$ cat config.mk
export PLATFORM = sky130hd
export DESIGN_NAME = forward_hazard_unit
export DESIGN_NICKNAME = d
export VERILOG_FILES = /design/src/rtl/forward_hazard_unit.sv
export SDC_FILE = /design/constraint.sdc
export NUM_CORES = 1
export LEC_CHECK = 0
export BUFFER_PORTS_ARGS = -buffer_cell sky130_fd_sc_hd__buf_2
export CORE_ASPECT_RATIO = 1.5
export CORE_MARGIN = 2
export CORE_UTILIZATION = 41
export CTS_BUF_LIST = sky130_fd_sc_hd__clkbuf_4
export CTS_CLUSTER_SIZE = 30
export DETAILED_ROUTE_END_ITERATION = 6
export PLACE_DENSITY = 0.72
export SLEW_MARGIN = 20
export SYNTH_ARGS = -nofsm -noshare
export SYNTH_HDL_FRONTEND = slang
export SYNTH_SLANG_ARGS = --single-unit
$ cat constraint.sdc
create_clock -name clk -period 6.9 [get_ports clk]
set_input_delay 2.07 -clock clk [delete_from_list [all_inputs] [get_ports clk]]
set_output_delay 2.07 -clock clk [all_outputs]
set_load 0.05 [all_outputs]
$ cat src/rtl/forward_hazard_unit.sv
// forward_hazard_unit: operand forwarding and hazard control for a 5-stage pipeline.
// Shadows the EX/MEM/WB register usage of in-flight instructions and decides,
// every cycle, the EX operand sources and the stall/flush controls.
// Build option: define FWD_HAZARD_FORWARD_EN to enable forwarding with load-use
// stalls only; without it the unit stalls on any pending producer (max 3 cycles).
module forward_hazard_unit (
    input  logic        clk,
    input  logic        rst,
    input  logic        id_valid,
    input  logic [4:0]  id_rs1,
    input  logic [4:0]  id_rs2,
    input  logic        id_rs1_used,
    input  logic        id_rs2_used,
    input  logic [4:0]  id_rd,
    input  logic        id_regwrite,
    input  logic        id_memread,
    input  logic        ex_branch_taken,
    output logic [1:0]  fwd_a_sel,
    output logic [1:0]  fwd_b_sel,
    output logic        stall_if,
    output logic        stall_id,
    output logic        flush_id,
    output logic        flush_ex,
    output logic [1:0]  state,
    output logic [15:0] stall_count
);

    typedef struct packed {
        logic       valid;
        logic [4:0] rs1;
        logic [4:0] rs2;
        logic [4:0] rd;
        logic       regwrite;
        logic       memread;
    } stage_t;

    typedef enum logic [1:0] {
        ST_RUN   = 2'b00,
        ST_STALL = 2'b01,
        ST_FLUSH = 2'b10
    } state_t;

    stage_t      ex_q;
    stage_t      mem_q;
    stage_t      wb_q;
    stage_t      ex_d;
    state_t      state_q;
    state_t      state_d;
    logic [15:0] stall_count_q;
    logic [15:0] stall_count_next;
    logic        hazard;
    logic        branch;
    logic        stall;
    logic        unused_wb;

    // A stage produces register r only if it is live, writes back, and r is not x0.
    function automatic logic produces(input stage_t s, input logic [4:0] r);
        return s.valid && s.regwrite && (s.rd != 5'd0) && (s.rd == r);
    endfunction

    // The WB stage is only ever consulted for its destination.
    assign unused_wb = ^{wb_q.rs1, wb_q.rs2, wb_q.memread};

    // Branch resolution and reset both override any stall decision.
    assign branch = ex_branch_taken && !rst;
    assign stall  = hazard && !branch;

`ifdef FWD_HAZARD_FORWARD_EN
    // Only a load in EX cannot be forwarded in time, so it is the sole stall source.
    always_comb begin
        hazard = 1'b0;
        if (!rst && id_valid && ex_q.memread) begin
            hazard = (id_rs1_used && produces(ex_q, id_rs1)) ||
                     (id_rs2_used && produces(ex_q, id_rs2));
        end
    end

    // Pick the youngest producer for each EX operand: MEM beats WB.
    always_comb begin
        fwd_a_sel = 2'b00;
        fwd_b_sel = 2'b00;
        if (!rst) begin
            if (produces(mem_q, ex_q.rs1)) begin
                fwd_a_sel = 2'b10;
            end else if (produces(wb_q, ex_q.rs1)) begin
                fwd_a_sel = 2'b01;
            end
            if (produces(mem_q, ex_q.rs2)) begin
                fwd_b_sel = 2'b10;
            end else if (produces(wb_q, ex_q.rs2)) begin
                fwd_b_sel = 2'b01;
            end
        end
    end
`else
    logic [1:0] stall_run_q;

    // Without forwarding, any pending producer blocks ID, capped at 3 stalls in a row.
    always_comb begin
        hazard = 1'b0;
        if (!rst && id_valid && (stall_run_q != 2'd3)) begin
            hazard = (id_rs1_used && (produces(ex_q, id_rs1) ||
                                      produces(mem_q, id_rs1) ||
                                      produces(wb_q, id_rs1))) ||
                     (id_rs2_used && (produces(ex_q, id_rs2) ||
                                      produces(mem_q, id_rs2) ||
                                      produces(wb_q, id_rs2)));
        end
    end

    assign fwd_a_sel = 2'b00;
    assign fwd_b_sel = 2'b00;

    // Length of the current run of consecutive stall cycles.
    always_ff @(posedge clk) begin
        if (rst) begin
            stall_run_q <= 2'd0;
        end else if (stall) begin
            stall_run_q <= stall_run_q + 2'd1;
        end else begin
            stall_run_q <= 2'd0;
        end
    end
`endif

    // Stall holds PC and IF/ID; a taken branch clears IF/ID; either bubbles ID/EX.
    always_comb begin
        stall_if = stall;
        stall_id = stall;
        flush_id = branch;
        flush_ex = stall || branch;
    end

    // Next EX contents: the ID instruction, or an all-zero bubble.
    always_comb begin
        ex_d = '0;
        if (!stall && !branch && id_valid) begin
            ex_d = {id_valid, id_rs1, id_rs2, id_rd, id_regwrite, id_memread};
        end
    end

    // Shadow pipeline advance.
    always_ff @(posedge clk) begin
        if (rst) begin
            ex_q  <= '0;
            mem_q <= '0;
            wb_q  <= '0;
        end else begin
            ex_q  <= ex_d;
            mem_q <= ex_q;
            wb_q  <= mem_q;
        end
    end

    // Record what happened this cycle: flush outranks stall.
    always_comb begin
        state_d = ST_RUN;
        if (branch) begin
            state_d = ST_FLUSH;
        end else if (stall) begin
            state_d = ST_STALL;
        end
    end

    // Saturating stall counter next value.
    always_comb begin
        stall_count_next = stall_count_q;
        if (stall && (stall_count_q != 16'hFFFF)) begin
            stall_count_next = stall_count_q + 16'd1;
        end
    end

    // State and statistics registers.
    always_ff @(posedge clk) begin
        if (rst) begin
            state_q       <= ST_RUN;
            stall_count_q <= 16'd0;
        end else begin
            state_q       <= state_d;
            stall_count_q <= stall_count_next;
        end
    end

    assign state       = state_q;
    assign stall_count = stall_count_q;

endmodule

==> run metrics <==
run status=complete, no violations; Final Hold Vio Count=0; Antenna Violating Nets Remaining=0; initial core utilization=42.0%; 1st-iter DRT viols=52; share of post-route cells with drive strength above 1=23.8%; critical path class=primary input to primary output; vias per cell=5.03; Final setup viols=0; Antenna Cells=0; Hold WC Path Type=flip-flop to flip-flop; hold_buf cts=0; slack of the worst reg-to-reg path=roughly 4.4 ns; Max H-tree Level=2; CP startpoint=id_rs2[3]; max_cap viols=0; synth-to-layout area growth=16.2%; Crit Path Max Fanout=8; max incr delay on CP=0.54 ns; fin crit period=6.06 ns; most frequent cells in the layout=buf_2, dfxtp_1, nor2b_1; postcts setup bufs=0; internal power=335 µW; DRT Pass-1 Iters=4; Post-Synthesis Cells=216; FF+latch count, synth=around 40; row count=31; Pleak=roughly 0.001 µW; post-synth top area cell=dfxtp_1; Synth area leaders=dfxtp_1, xnor2_1, xor2_1; Root Buffer Master=clkbuf_4; clk slew on worst S/H paths=0.10 ns; clk sinks=41; RSZ-0062 raised after global routing=no; die height=89.6 µm; Adder-Cell Fraction of Synth Area=1.25%; Total GRT Usage=16.9%; Pwr Total=437 µW; Die Wd=61.1 µm; Critical Path Sink Type=primary output; most used cell, CP=buf_2; vias in the first global route=~1500; post-synthesis mux area share=0%; largest net degree at the start of global routing=34; register share of total power=55.8%; Post-Synth XOR/XNOR Area=about 14%; Skew-Pair Late Insertion Delay=0.34 ns; fraction of the mapped netlist area in compound gates=between 10% and 20%; clk_skew=0.00758 ns; Port-buffer cells=43; CTS tree=built; count of different cell masters after synthesis=34; crit path launch type=primary input; detailed placer's ending HPWL=3.21 mm; Crit path arrival time=around 4.0 ns; Final Cycle Share=slightly below 90%; Max IR drop VDD=0.000118 V; final wirelength=about 4.1 mm; initial antenna violation count=0; num ports=49; R2R depth=7; first-pass GRT wire length=slightly below 7 mm; Via Count=between 1500 and 2000; Avg Synthesized Cell Area=9.28 µm²; FF-to-FF End=stall_count[14]$_SDFFE_PP0P_; core area=between 4000 and 5000 µm²; commonest non-fill, non-tap cell in the layout=buf_2; Required @ worst endpoint=approximately 4.8 ns; Final GP Congestion=about 0.93; setup TNS=0 ns; Max Fclk=0.165 GHz; Pwr Density=~190 nW/µm²; footprint of the multi-input gates=1090 µm²; switch share=23.3%; DIE AREA=roughly 5500 µm²; nets=284; Max-slew headroom=58.9%; mapped cell area=2000 µm²; clk buf depth=2; Worst path slowest cell=or4_4; part of the power in combinational logic=9.2%; Critical Path Stages=9; Slew Limit Fails=0; CTS buffer count=5; register area share after synthesis=slightly above 40%; sw power=102 µW; Yosys warning total=0; Post-Synth Simple-Gate Area=24.9%; area share of the largest cell type after synthesis=around two fifths; CP cell instances=buf_2, xnor2_1, nand3_1, or4_4, a31oi_4, or2_2, a21oi_2, inv_1, buf_2; clock power share=a little over a third; FF+latch area=821 µm²; Worst path top cell family by delay=simple AND/OR/NAND/NOR gates; largest family of logic cells by synthesized area=simple AND/OR/NAND/NOR gates; Worst Tran Pin Value=0.616 ns; Post-route DRC=0; routed len/inst=~13 µm; cts repair resizes=0; Reg-to-Reg Start=wb_q[3]$_SDFF_PP0_; critical path capture point=flush_ex; Worst Path Buf+Inv=3; # fillers=~510; GRT Residual Overflow=0
## registers in the layout, indices dropped and copies added, names as in the netlist
name         count
state            2
mem_q            7
wb_q             7
stall_count     16
ex_q             7
stall_run_q      2
## metal layers
metal  wire (µm)  GRT usage (%)
met2        2240           30.1
met4         151           9.88
met3         162           4.58
met1        1590           17.1
met5           0              0
## power by group through the flow
stage	Clock [µW]	Combinational, µW	Sequential, µW
final	153	40.3	244
after global routing	169	44.4	244
after CTS	159	40.6	244
after detailed placement	0	40.5	249
after global placement	0	39.5	249
after floorplan	0	27.6	249
## logic make-up after synthesis
kind of cell             after synthesis
adder cells (fa/ha/maj)                2
AO/OA/AOI/OAI                         34
other                                  1
buffers and inverters                 20
XOR/XNOR                              33
AND/OR/NAND/NOR                       85
flip-flops                            41
## stage by stage
step	util [%]	std cells	area (µm²)	hold slack (ns)	setup WS [ns]
2_1_floorplan	-	219	2020	0.399	1.01
6_report	48.8	326	2330	0.431	0.844
3_3_place_gp	47.2	318	2250	0.419	0.875
3_5_place_dp	47.2	318	2250	0.421	0.799
5_1_grt	48.8	326	2330	0.475	0.722
4_1_cts	48.8	326	2330	0.437	0.792
## how the worst min path moves through the flow
stage,from,to,depth (start not counted),slack [ns]
2_1_floorplan,stall_run_q[0]$_SDFF_PP0_,stall_run_q[0]$_SDFF_PP0_,1,0.40
3_3_place_gp,stall_run_q[0]$_SDFF_PP0_,stall_run_q[0]$_SDFF_PP0_,1,0.42
3_5_place_dp,stall_run_q[0]$_SDFF_PP0_,stall_run_q[0]$_SDFF_PP0_,1,0.42
4_1_cts,stall_run_q[0]$_SDFF_PP0_,stall_run_q[0]$_SDFF_PP0_,1,0.44
5_1_grt,stall_run_q[0]$_SDFF_PP0_,stall_run_q[0]$_SDFF_PP0_,1,0.47
6_report,stall_run_q[0]$_SDFF_PP0_,stall_run_q[0]$_SDFF_PP0_,1,0.43
## cells in the mapped netlist (all sizes together)
cell type   n
a21oi      14
a31oi       2
and2        1
and2b       1
and3        8
buf         6
clkbuf      4
conb        1
dfxtp      41
ha          2
inv        10
nand2       9
nand3       8
nand4       7
nor2        6
nor2b      20
nor3        4
nor4        2
o2111ai     1
o211ai      3
o21ai       8
o311a       1
o31ai       5
or2         3
or3         7
or4         9
xnor2      17
xor2       16
## area by class of cell
class                   count  share of cell area [%]
flip-flops and latches     41                    35.2
repair buffers             43                    9.24
inverters                  10                    1.61
well taps                  66                    3.55
multi-input cells         158                    47.0
clock buffers               6                    1.93
clock inverters             2                    1.45
Note: power is estimated with default switching activity, not from simulation.
